$ cat src/rtl/jk_link_pkg.sv
// Shared definitions for the remote-player serial link: framing constants,
// deframer state encoding and the decoded position record.
package jk_link_pkg;

    localparam logic [7:0] SYNC_BYTE = 8'hA5;
    localparam logic [7:0] CHK_SEED  = 8'h5A;
    localparam int         FRAME_LEN = 5;

    // Payload bytes between SYNC and CHK.
    localparam int PAYLOAD_LEN = FRAME_LEN - 2;

    typedef enum logic [2:0] {
        HUNT,
        GET_B1,
        GET_B2,
        GET_B3,
        GET_CHK
    } deframer_state_e;

    typedef struct packed {
        logic [1:0]  level;
        logic [10:0] y;
        logic [10:0] x;
    } remote_state_t;

    // Checksum over the three payload bytes, used by both ends of the link.
    function automatic logic [7:0] frame_checksum(input logic [7:0] b1,
                                                  input logic [7:0] b2,
                                                  input logic [7:0] b3);
        return b1 ^ b2 ^ b3 ^ CHK_SEED;
    endfunction

endpackage

$ cat src/rtl/remote_state_deframer_sat_timer.sv
// Saturating cycle counter: counts up every cycle, clears on clr, and
// flags expired while the count sits at LIMIT.
module sat_timer #(
    parameter int LIMIT = 100
) (
    input  logic clk,
    input  logic rst,
    input  logic clr,
    output logic expired
);

    localparam int             W       = $clog2(LIMIT + 1);
    localparam logic [W-1:0]   LIMIT_W = W'(LIMIT);

    logic [W-1:0] count_q;
    logic [W-1:0] count_d;

    // Next count: clear wins, otherwise increment until pinned at LIMIT.
    always_comb begin
        count_d = count_q;
        if (clr) begin
            count_d = '0;
        end else if (count_q != LIMIT_W) begin
            count_d = count_q + 1'b1;
        end
    end

    // Count register.
    always_ff @(posedge clk or negedge rst) begin
        if (!rst) begin
            count_q <= '0;
        end else begin
            count_q <= count_d;
        end
    end

    assign expired = (count_q == LIMIT_W);

endmodule

$ cat src/rtl/remote_state_deframer.sv
// Receives 5-byte position frames from the UART, validates the checksum and
// publishes the remote player's X/Y/level, plus link health indicators.
module remote_state_deframer #(
    parameter int GAP_CYCLES   = 100000,
    parameter int LINK_TIMEOUT = 10000000
) (
    input  logic        clk,
    input  logic        rst,
    input  logic [7:0]  rx_data,
    input  logic        rx_valid,
    output logic [11:0] x_value_rm,
    output logic [11:0] y_value_rm,
    output logic [1:0]  level_rm,
    output logic        frame_ok,
    output logic        frame_err,
    output logic        link_up,
    output logic [7:0]  err_count
);

    import jk_link_pkg::*;

    deframer_state_e              state_q, state_d;
    logic [PAYLOAD_LEN-1:0][7:0]  shadow_q, shadow_d;
    remote_state_t                rm_q, rm_d;
    logic                         frame_ok_q, frame_ok_d;
    logic                         frame_err_q, frame_err_d;
    logic                         link_up_q, link_up_d;
    logic [7:0]                   err_count_q, err_count_d;

    logic commit;
    logic gap_clr;
    logic gap_expired;
    logic link_expired;

    // The gap timer only runs while a frame is in progress and between bytes.
    assign gap_clr = rx_valid || (state_q == HUNT);

    sat_timer #(
        .LIMIT (GAP_CYCLES)
    ) u_gap_timer (
        .clk     (clk),
        .rst     (rst),
        .clr     (gap_clr),
        .expired (gap_expired)
    );

    // The limit is one short of LINK_TIMEOUT so that the registered link_up
    // falls on exactly the LINK_TIMEOUT-th cycle after frame_ok.
    sat_timer #(
        .LIMIT (LINK_TIMEOUT - 1)
    ) u_link_timer (
        .clk     (clk),
        .rst     (rst),
        .clr     (commit),
        .expired (link_expired)
    );

    // Frame FSM, shadow capture, commit and error/link bookkeeping.
    always_comb begin
        state_d     = state_q;
        shadow_d    = shadow_q;
        rm_d        = rm_q;
        frame_ok_d  = 1'b0;
        frame_err_d = 1'b0;
        commit      = 1'b0;

        case (state_q)
            HUNT: begin
                if (rx_valid && (rx_data == SYNC_BYTE)) begin
                    state_d = GET_B1;
                end
            end
            GET_B1: begin
                if (rx_valid) begin
                    shadow_d[0] = rx_data;
                    state_d     = GET_B2;
                end
            end
            GET_B2: begin
                if (rx_valid) begin
                    shadow_d[1] = rx_data;
                    state_d     = GET_B3;
                end
            end
            GET_B3: begin
                if (rx_valid) begin
                    shadow_d[2] = rx_data;
                    state_d     = GET_CHK;
                end
            end
            GET_CHK: begin
                if (rx_valid) begin
                    state_d = HUNT;
                    if (rx_data == frame_checksum(shadow_q[0], shadow_q[1], shadow_q[2])) begin
                        commit = 1'b1;
                    end else begin
                        frame_err_d = 1'b1;
                    end
                end
            end
            default: begin
                state_d = HUNT;
            end
        endcase

        // A byte arriving on the expiry cycle keeps the frame alive.
        if ((state_q != HUNT) && !rx_valid && gap_expired) begin
            state_d     = HUNT;
            frame_err_d = 1'b1;
        end

        if (commit) begin
            rm_d.x     = {shadow_q[1][2:0], shadow_q[0]};
            rm_d.y     = {shadow_q[2][5:0], shadow_q[1][7:3]};
            rm_d.level = shadow_q[2][7:6];
        end
        frame_ok_d = commit;

        err_count_d = err_count_q;
        if (frame_err_d && (err_count_q != 8'hFF)) begin
            err_count_d = err_count_q + 8'd1;
        end

        // A fresh frame beats a simultaneous timeout.
        link_up_d = commit || (link_up_q && !link_expired);
    end

    // State and output registers.
    always_ff @(posedge clk or negedge rst) begin
        if (!rst) begin
            state_q     <= HUNT;
            shadow_q    <= '0;
            rm_q        <= '0;
            frame_ok_q  <= 1'b0;
            frame_err_q <= 1'b0;
            link_up_q   <= 1'b0;
            err_count_q <= 8'd0;
        end else begin
            state_q     <= state_d;
            shadow_q    <= shadow_d;
            rm_q        <= rm_d;
            frame_ok_q  <= frame_ok_d;
            frame_err_q <= frame_err_d;
            link_up_q   <= link_up_d;
            err_count_q <= err_count_d;
        end
    end

    assign x_value_rm = {1'b0, rm_q.x};
    assign y_value_rm = {1'b0, rm_q.y};
    assign level_rm   = rm_q.level;
    assign frame_ok   = frame_ok_q;
    assign frame_err  = frame_err_q;
    assign link_up    = link_up_q;
    assign err_count  = err_count_q;

endmodule

$ cat config.mk
export PLATFORM = sky130hd
export DESIGN_NAME = remote_state_deframer
export DESIGN_NICKNAME = d
export VERILOG_FILES = /design/src/rtl/jk_link_pkg.sv /design/src/rtl/remote_state_deframer_sat_timer.sv /design/src/rtl/remote_state_deframer.sv
export SDC_FILE = /design/constraint.sdc
export NUM_CORES = 1
export LEC_CHECK = 0
export CAP_MARGIN = 20
export CORE_AREA = 10 10 139 141
export DETAILED_ROUTE_END_ITERATION = 16
export DIE_AREA = 0 0 149 151
export MAX_ROUTING_LAYER = met4
export PLACE_DENSITY_LB_ADDON = 0.2
export SLEW_MARGIN = 10
export SYNTH_ARGS = -nofsm -noshare
export SYNTH_HDL_FRONTEND = slang
export SYNTH_SLANG_ARGS = --single-unit
$ cat constraint.sdc
create_clock -name clk -period 2.76 [get_ports clk]
set_input_delay 0.69 -clock clk [delete_from_list [all_inputs] [get_ports clk]]
set_output_delay 0.69 -clock clk [all_outputs]
set_load 0.01 [all_outputs]
==> flow_summary.ini <==
[yosys]
synth_top_family_by_area = simple AND/OR/NAND/NOR gates
synth-edff-count = 0
yosys_warnings = 0
synth_common_cells = dfrtp_1, nor2_1, mux2_2, xor2_1, xnor2_1
synthXorXnorAreaFrac = 0.107
syn_inst = 415
synth_fa_ha_area_frac = 0.0103
async_flop_share = 1.00
synth_cell_types = 47
synth_simple_gate_area_share = 0.155
synth_area_per_cell_um2 = 11.7
yosysMostFrequentCell = dfrtp_1
syn-cell-area_mm2 = 0.00484
dominantRegCellSynth = dfrtp_1
ys_seq_area_frac = 0.532
synth_top_area_frac = 0.532
synth_compound_area_frac = 0.0506
synthMuxAreaShare = 0.119
synth_seq_cells = 103
yosysTopAreaCell = dfrtp_1
ys_top_cells_by_area = dfrtp_1, mux2_2, xor2_1

[worst_setup_path]
crit_buf_inv = 2
ff2ff_setup_slack_ps = 590
worstSetupPathType = input port to register
cp_top_family = simple AND/OR/NAND/NOR gates
cp_common_cell = xnor2_1
cp-end-kind = register
r2r_start = u_gap_timer.count_q[0]
crit_chain = clkdlybuf4s50_1 -> xnor2_1 -> xnor2_1 -> nor4_1 -> nand2_1 -> nor2_4 -> buf_4 -> mux2_2
crit_arrival_ps = 2760
crit_slowest_cell = clkdlybuf4s50_1
max_stage_delay_ps = 530
timing.rr.end = err_count[6]
rr_worst_depth = 9
required_ps = 3000
cp-start-kind = input port
critical_path.max_fanout = 7

[layout]
final_util = 0.364
n_antenna_cell = 0
final_nets = 501
multi_input_area_mm2 = 0.00215
syn_to_final_growth_pct = 23.7
layout-drive-gt1-share = 0.181
fillers = 1647
seq_area_mm2 = 0.00258

[placement]
portBuffers = 45
dp_hpwl_mm = 7.42
gp_congestion = 0.755

[cts]
cts.sinks = 103
cts_max_path_buffers = 2
tritoncts = yes
cts_resized = 0
clk_latency_ps = 350
path_clk_slew_ps = 70
htreeDepth = 3
numCtsBuffers = 9
ctsHoldBuffers = 0
cts-root-buf = clkbuf_16
cts_setup_buffers = 0

[global_routing]
grt_max_degree = 66
grt_pass1_wl_mm = 17.7
antenna_found_initial = 0
gr-total-overflow = 0
first_global_vias = 3355
grt_usage = 0.101

[floorplan]
boundaryPins = 48
fp.dieH_um = 151
die-area_mm2 = 0.0225
core_area_mm2 = 0.0165
die_w_um = 149
rows = 47
initial_core_util = 0.294

[route]
route.detailed.drc = 0
drtIter0Drc = 125
via_count = 3248
via_per_inst = 4.57
dr.pass1.iters = 4
postRouteAntennaNets = 0
routed_wl_mm = 10.3
wl_per_cell_um = 14.5

[pwr]
leakage_nw = 2.65
p_per_area_mw_per_mm2 = 668
irDropWorstVdd_uv = 327

[timing]
skew_ps = 9.13
post-route-period-util = 0.911
fmax_mhz = 398
maxSlewHeadroom = 0.575
grt_setup_unrepaired = no
max_slew.worst_pin.slew_ps = 631
setup_viol = 0
tns_ps = 0
min_period_ps = 2510
hold_viol_final = 0
drv_slew = 0

[worst_hold_path]
hold_class = input port to async pin

[flow_run]
drv_cap = 0

[run_status]
status = finished clean
-- state kept, by name (all words and copies together) (netlist names) --
register / count
shadow_q: 24
y_value_rm: 11
err_count: 8
x_value_rm: 11
level_rm: 2
frame_ok: 1
state_q: 3
frame_err: 1
link_up: 1
u_gap_timer.count_q: 17
u_link_timer.count_q: 24
-- power by group --
| group | internal (W) | switching (W) | leakage [nW] |
|---|---|---|---|
| registers | 0.00171 | 0.000215 | 1.39 |
| logic | 0.000465 | 0.000344 | 1.13 |
| clock network | 0.000704 | 0.000565 | 0.136 |
| total | 0.00288 | 0.00112 | 2.65 |
-- final cells by class --
class	instances	area share
clock buffers	11	0.0388
flip-flops and latches	103	0.430
inverters	6	0.00376
clock inverters	5	0.00982
multi-input cells	294	0.359
repair buffers	72	0.113
well taps	220	0.0459
-- metrics by stage --
step / hold slack [ps] / cells / power (W) / area (um2) / setup WS (ps)
2_1_floorplan: 394 / 416 / 0.00249 / 4850 / 588
3_3_place_gp: 473 / 695 / 0.00277 / 5700 / -172
3_5_place_dp: 476 / 695 / 0.00278 / 5700 / -173
4_1_cts: 147 / 711 / 0.00409 / 5990 / 213
5_1_grt: 154 / 711 / 0.00424 / 5990 / 122
6_report: 162 / 711 / 0.00400 / 5990 / 246
-- cell families after synthesis --
family / count (synthesis)
AOI/OAI and AO/OA: 32
muxes: 51
adders and majority gates: 4
and+or+nand+nor: 146
buffers and inverters: 19
DFF: 103
other: 1
xor gates and xnor gates: 59
-- layout by cell type (no fill, tap or decap), types with 5 or more instances in the layout --
cell / n
clkbuf_16: 9
nor2_1: 45
mux2_1: 11
nand4_1: 9
buf_4: 26
inv_1: 6
mux2_2: 38
and3_1: 12
xor2_1: 31
dfrtp_1: 103
clkdlybuf4s50_1: 44
or3_1: 5
nand2_1: 21
nor3_1: 5
a21oi_1: 10
nand3_1: 23
o21ai_0: 6
xnor2_1: 28
-- routing by layer --
| layer | vias up | part of all wire | track usage |
|---|---|---|---|
| li1 | 1570 | - | - |
| met1 | 1616 | 0.49 | 0.132 |
| met2 | 55 | 0.46 | 0.149 |
| met3 | 7 | 0.037 | 0.0325 |
| met4 | 0 | 0.0058 | 0.0236 |
| met5 | - | 0 | - |
-- how the worst max path moves through the flow --
stage,slack (ps),to,cells past startpoint,from
after floorplan,590,level_rm[1],7,rx_data[5]
after global placement,-170,x_value_rm[1],8,rx_data[4]
after detailed placement,-170,y_value_rm[6],8,rx_data[4]
after CTS,210,y_value_rm[6],8,rx_data[4]
after global routing,120,x_value_rm[4],8,rx_data[4]
final,250,y_value_rm[6],8,rx_data[4]
(Power assumes the default switching activity.)
